==> config.mk <==
export PLATFORM = sky130hd
export DESIGN_NAME = ps2_scancode_receiver_flat
export DESIGN_NICKNAME = d
export VERILOG_FILES = /design/src/rtl/ps2_scancode_receiver_if.sv /design/src/rtl/ps2_scancode_receiver.sv /design/src/flat_wrapper.sv
export SDC_FILE = /design/constraint.sdc
export NUM_CORES = 1
export LEC_CHECK = 0
export ABC_AREA = 1
export CAP_MARGIN = 10
export CORE_MARGIN = 10
export CORE_UTILIZATION = 45
export DETAILED_ROUTE_END_ITERATION = 8
export PLACE_DENSITY = 0.7
export RECOVER_POWER = 100
export REMOVE_ABC_BUFFERS = 1
export SLEW_MARGIN = 0
export SYNTH_ARGS = -nofsm -noshare
export SYNTH_HDL_FRONTEND = slang
export SYNTH_SLANG_ARGS = --single-unit
==> constraint.sdc <==
create_clock -name clock -period 5 [get_ports clock]
set_input_delay 0.75 -clock clock [delete_from_list [all_inputs] [get_ports clock]]
set_output_delay 0.75 -clock clock [all_outputs]
set_load 0.03 [all_outputs]
==> src/rtl/ps2_scancode_receiver_if.sv <==
// Consumer-side handshake bundle of the PS/2 scan-code receiver.
// The receiver holds a decoded code with ready until the consumer pulses read_fin.
interface ps2_scancode_receiver_if;
  logic       read_fin;
  logic       ready;
  logic [7:0] code;
  logic       extended;
  logic       released;
  logic       overrun;
  logic [7:0] err_cnt;

  modport master (
    input  read_fin,
    output ready, code, extended, released, overrun, err_cnt
  );

  modport slave (
    output read_fin,
    input  ready, code, extended, released, overrun, err_cnt
  );
endinterface

==> src/rtl/ps2_scancode_receiver.sv <==
// PS/2 device-to-host receiver: synchronizes and deglitches the PS/2 clock, deframes
// 11-bit frames, strips E0/F0 prefixes and holds each resulting scan code for the consumer.
module ps2_scancode_receiver #(
  parameter int unsigned FILTER_LEN     = 8,
  parameter int unsigned TIMEOUT_CYCLES = 100000
) (
  input  logic clock,
  input  logic reset,
  input  logic ps2_clock,
  input  logic ps2_data,
  ps2_scancode_receiver_if.master bus
);

  localparam int unsigned FILT_W = (FILTER_LEN > 1) ? $clog2(FILTER_LEN) : 1;
  localparam int unsigned TMO_W  = (TIMEOUT_CYCLES > 1) ? $clog2(TIMEOUT_CYCLES) : 1;
  localparam logic [FILT_W-1:0] FILT_LAST = FILT_W'(FILTER_LEN - 1);
  localparam logic [TMO_W-1:0]  TMO_LAST  = TMO_W'(TIMEOUT_CYCLES - 1);
  localparam logic [7:0] PREFIX_EXT = 8'hE0;
  localparam logic [7:0] PREFIX_BRK = 8'hF0;

  typedef enum logic [1:0] {IDLE, RECV, CHECK} state_t;

  state_t            state, next_state;
  logic              clk_s1, clk_s2, dat_s1, dat_s2;
  logic              clk_filt;
  logic [FILT_W-1:0] filt_cnt;
  logic              sample_ev, sample_bit;
  logic [3:0]        bit_cnt;
  logic [9:0]        shreg;
  logic [TMO_W-1:0]  tmo_cnt;
  logic              ready_q, ext_q, rel_q, ovr_q;
  logic [7:0]        code_q, err_q;
  logic              ext_pend, brk_pend;
  logic              shift_en_c, check_c, frame_ok_c;
  logic [7:0]        byte_c;

  // Synchronizers, clock deglitch filter and falling-edge sample strobe
  always_ff @(posedge clock) begin
    if (reset) begin
      clk_s1     <= 1'b1;
      clk_s2     <= 1'b1;
      dat_s1     <= 1'b1;
      dat_s2     <= 1'b1;
      clk_filt   <= 1'b1;
      filt_cnt   <= '0;
      sample_ev  <= 1'b0;
      sample_bit <= 1'b1;
    end else begin
      clk_s1    <= ps2_clock;
      clk_s2    <= clk_s1;
      dat_s1    <= ps2_data;
      dat_s2    <= dat_s1;
      sample_ev <= 1'b0;
      if (clk_s2 == clk_filt) begin
        filt_cnt <= '0;
      end else if (filt_cnt == FILT_LAST) begin
        clk_filt <= clk_s2;
        filt_cnt <= '0;
        if (!clk_s2) begin
          sample_ev  <= 1'b1;
          sample_bit <= dat_s2;
        end
      end else begin
        filt_cnt <= filt_cnt + FILT_W'(1);
      end
    end
  end

  always_ff @(posedge clock) begin
    if (reset) state <= IDLE;
    else       state <= next_state;
  end

  always_comb begin
    next_state = state;
    shift_en_c = 1'b0;
    check_c    = 1'b0;
    case (state)
      IDLE: if (sample_ev && !sample_bit) next_state = RECV;
      RECV: begin
        if (sample_ev) begin
          shift_en_c = 1'b1;
          if (bit_cnt == 4'd9) next_state = CHECK;
        end else if (tmo_cnt == TMO_LAST) begin
          next_state = IDLE;
        end
      end
      CHECK: begin
        check_c    = 1'b1;
        next_state = IDLE;
      end
      default: next_state = IDLE;
    endcase
  end

  // shreg[7:0] data LSB first, shreg[8] parity, shreg[9] stop once ten bits are in
  assign byte_c     = shreg[7:0];
  assign frame_ok_c = (^shreg[8:0]) & shreg[9];

  always_ff @(posedge clock) begin
    if (reset) begin
      bit_cnt  <= '0;
      shreg    <= '0;
      tmo_cnt  <= '0;
      ready_q  <= 1'b0;
      code_q   <= '0;
      ext_q    <= 1'b0;
      rel_q    <= 1'b0;
      ovr_q    <= 1'b0;
      err_q    <= '0;
      ext_pend <= 1'b0;
      brk_pend <= 1'b0;
    end else begin
      if (state == IDLE)   bit_cnt <= '0;
      else if (shift_en_c) bit_cnt <= bit_cnt + 4'd1;
      if (shift_en_c) shreg <= {sample_bit, shreg[9:1]};
      if (state != RECV || sample_ev) tmo_cnt <= '0;
      else                            tmo_cnt <= tmo_cnt + TMO_W'(1);

      if (bus.read_fin && ready_q) ready_q <= 1'b0;

      // A load in the CHECK cycle overrides a concurrent read_fin clear
      if (check_c) begin
        if (!frame_ok_c) begin
          if (err_q != 8'hFF) err_q <= err_q + 8'd1;
          ext_pend <= 1'b0;
          brk_pend <= 1'b0;
        end else if (byte_c == PREFIX_EXT) begin
          ext_pend <= 1'b1;
        end else if (byte_c == PREFIX_BRK) begin
          brk_pend <= 1'b1;
        end else begin
          ext_pend <= 1'b0;
          brk_pend <= 1'b0;
          if (!ready_q || bus.read_fin) begin
            code_q  <= byte_c;
            ext_q   <= ext_pend;
            rel_q   <= brk_pend;
            ready_q <= 1'b1;
          end else begin
            ovr_q <= 1'b1;
          end
        end
      end
    end
  end

  assign bus.ready    = ready_q;
  assign bus.code     = code_q;
  assign bus.extended = ext_q;
  assign bus.released = rel_q;
  assign bus.overrun  = ovr_q;
  assign bus.err_cnt  = err_q;

endmodule
==> src/flat_wrapper.sv <==
// flat-port wrapper written by rule: the top's interface ports become plain ports
module ps2_scancode_receiver_flat 
#(
  parameter int unsigned FILTER_LEN     = 8,
  parameter int unsigned TIMEOUT_CYCLES = 100000
)
  (clock, reset, ps2_clock, ps2_data, bus_read_fin, bus_ready, bus_code, bus_extended, bus_released, bus_overrun, bus_err_cnt);
  ps2_scancode_receiver_if bus_i ();
  input  logic clock;
  input  logic reset;
  input  logic ps2_clock;
  input  logic ps2_data;
  input wire logic [$bits(bus_i.read_fin)-1:0] bus_read_fin;
  output wire logic [$bits(bus_i.ready)-1:0] bus_ready;
  output wire logic [$bits(bus_i.code)-1:0] bus_code;
  output wire logic [$bits(bus_i.extended)-1:0] bus_extended;
  output wire logic [$bits(bus_i.released)-1:0] bus_released;
  output wire logic [$bits(bus_i.overrun)-1:0] bus_overrun;
  output wire logic [$bits(bus_i.err_cnt)-1:0] bus_err_cnt;
  assign bus_i.read_fin = bus_read_fin;
  assign bus_ready = bus_i.ready;
  assign bus_code = bus_i.code;
  assign bus_extended = bus_i.extended;
  assign bus_released = bus_i.released;
  assign bus_overrun = bus_i.overrun;
  assign bus_err_cnt = bus_i.err_cnt;
  ps2_scancode_receiver #(.FILTER_LEN(FILTER_LEN), .TIMEOUT_CYCLES(TIMEOUT_CYCLES)) u_core (.clock(clock), .reset(reset), .ps2_clock(ps2_clock), .ps2_data(ps2_data), .bus(bus_i));
endmodule
==> out/metrics.cfg <==
[sta]
worst_pin_slew_ps=1070
slew_headroom_pct=28.9
setup_viol=0
rsz0062_at_grt=false
report.final.slew_viol_count=0
final.min_clock_period_ps=2760
skew_ps=10.7
min_period_over_period_pct=55.1
tns_ps=0
fmax_mhz=363
hold_viol_final=0

[global_route]
antenna_found_initial=0
grt_pass1_wl_um=9640
grtUsageTotal_pct=11.3
grt_pass1_vias=2271
overflow=0
grt_max_degree=27

[final_layout]
design_area_mm2=0.00347
layout_commonest_cell=nand2_1
layout_common_cells=71 x nand2_1, 65 x dfxtp_1, 63 x nor2_1
final_nets=447
syn2layout_area_growth_pct=17.9
final_layout_size_suffix_gt1_share_pct=7.36
n_antenna_cell=0

[die]
start_util_pct=46.4
io_pins=25
chipHeight_um=101
die_w_um=101
placementRows=29
core-area_mm2=0.00635
fp.dieArea_mm2=0.0102

[clock_network]
clk_pin_slew_worst_paths_ps=70
clock_sinks=65
cts_resized=0
clock_latency_ps=330
cts_setup_buffers=0
cts_max_path_buffers=2
cts-htree-levels=3
cts_made_buffers=9
cts_tree=built
cts_hold_buf=0
ctsRootBufferMaster=clkbuf_8

[placed_design]
dpl.hpwl_um=3970
dpl-instance-area_mm2=0.00326
place_congestion=0.803
portBuffers=24

[critical_path]
cp_top_family=buffers and inverters
crit_type=primary input to flop
cpPeakStageDelay_ps=800
start_kind=primary input
crit_fanout=26
crit_path_top_delay_cell=clkbuf_1
worstPathArrival_ps=3030
crit_chain=dlygate4sd3_1, clkinv_1, clkbuf_1, nand2_1, o21bai_1, a21oi_1
critical_path_buf_inv_count=3
worstSetupEndpointType=flop
required_ps=5270

[yosys]
synth_top_area_cell=dfxtp_1
synth_cells=400
async_reset_ff_share_pct=0
ys_seq_area_share_pct=44.2
synth_edf_count=0
synth_ff_type=dfxtp_1
ys_ff_latch=65
synth_cell_types=28
synth_top_area_share_pct=44.2
synth_top_family_by_area=simple AND/OR/NAND/NOR gates
synth_compound_area_share_pct=9.09
synth_fa_ha_area_share_pct=5.10
synth_area_per_cell_um2=7.37
synth-simple-area-share_pct=30.4
ys_warn_count=0
synth_xor_area_share_pct=3.27
synthMuxAreaShare_pct=0
synth_area_mm2=0.00295
ys_top_cells_by_area=dfxtp_1 44%, nand2_1 8.9%, nor2_1 7.9%

[hold_path]
holdCritPathClass=flop to flop

[power]
p_comb_share_pct=1.3
p_leak_nw=1.46
power_frac_seq_pct=49.0
ir_drop_mv=0.168
cellPowerDensity_mw_per_mm2=305
p_int_w=0.000857
p_switching_w=0.000204
p_clk_share_pct=49.7
switching_share_pct=19.2

[routing]
wl_met2_um=2360
wire_per_inst_um=10.6
routed_wl_um=5420
remaining_drc_errors=0
m1WireLength_um=2710
vias=2476
top_layer=met4
wl_met3_um=288
drt-pass1-iter-count=4
ant_nets=0
drtIter0Drc=105
viasPerCell=4.84

[run]
maxCapViolations=0

[run_status]
status=complete, no violations

state kept, by name (all words and copies together), names as in the netlist, 2 cells and up:
register,count
u_core.shreg,10
u_core.bit_cnt,4
u_core.filt_cnt,3
u_core.bus.code,8
u_core.state,2
u_core.tmo_cnt,17
u_core.bus.err_cnt,8
routing by layer:
layer / vias to the layer above / global-route usage, %
met4: 0 / 4.82
met2: 38 / 17.2
met1: 1092 / 13.9
met3: 7 / 4.25
li1: 1339 / -
met5: - / 0
logic make-up after synthesis:
logic type      count (synthesis)
simple gates                  200
flops                          65
buf+inv                        61
compound gates                 51
fa+ha+maj                      12
xor+xnor                       11
metrics by stage:
| step | instances | util [%] | total power [W] | hold slack [ps] | setup WS (ps) |
|---|---|---|---|---|---|
| 2_1_floorplan | 393 | - | 0.000538 | 389 | 3160 |
| 3_3_place_gp | 496 | 51.4 | 0.000546 | 392 | 2470 |
| 3_5_place_dp | 496 | 51.4 | 0.000546 | 400 | 2380 |
| 4_1_cts | 512 | 55.1 | 0.00108 | 417 | 2720 |
| 5_1_grt | 512 | 54.7 | 0.00110 | 433 | 1990 |
| 6_report | 512 | 54.7 | 0.00106 | 412 | 2240 |
final cells by class:
cell class / count / area, µm²
Fill cell: 587 / 2880
Multi-Input combinational cell: 274 / 1390
Sequential cell: 65 / 1300
Timing Repair Buffer: 26 / 251
Inverter: 54 / 203
Clock buffer: 11 / 131
Clock inverter: 5 / 104
Tap cell: 77 / 96.3
power groups by stage:
stage	logic, W	clock network (W)	registers (W)
final	0.0000138	0.000527	0.000520
after CTS	0.0000145	0.000541	0.000520
after detailed placement	0.0000145	0	0.000532
after global placement	0.0000141	0	0.000532
after global routing	0.0000161	0.000559	0.000520
after floorplan	0.00000689	0	0.000531
path summary, 6_finish.rpt:
| kind | start | to | slack, ps | cells after the start |
|---|---|---|---|---|
| worst max-delay path | reset | u_core.bit_cnt[1] | 2240 | 6 |
| worst min-delay path | u_core.dat_s1 | u_core.dat_s2 | 410 | 1 |
| worst max register to register | u_core.shreg[2] | u_core.bus.code[3] | 2470 | 12 |
| worst min register to register | u_core.dat_s1 | u_core.dat_s2 | 410 | 1 |
cell usage after synthesis (2+ instances only):
| cell type | instances |
|---|---|
| nand3_2 | 2 |
| ha_1 | 12 |
| nand2_1 | 70 |
| or2_2 | 4 |
| xor2_1 | 6 |
| o21ai_0 | 16 |
| inv_2 | 5 |
| xnor2_1 | 5 |
| nor3_1 | 5 |
| buf_2 | 3 |
| nand3_1 | 39 |
| inv_1 | 47 |
| nor2_2 | 4 |
| nand4_1 | 7 |
| clkbuf_1 | 3 |
| clkinv_1 | 2 |
| a21oi_1 | 32 |
| dfxtp_1 | 65 |
| nand2_2 | 3 |
| nor2_1 | 62 |
(Power assumes the default switching activity.)
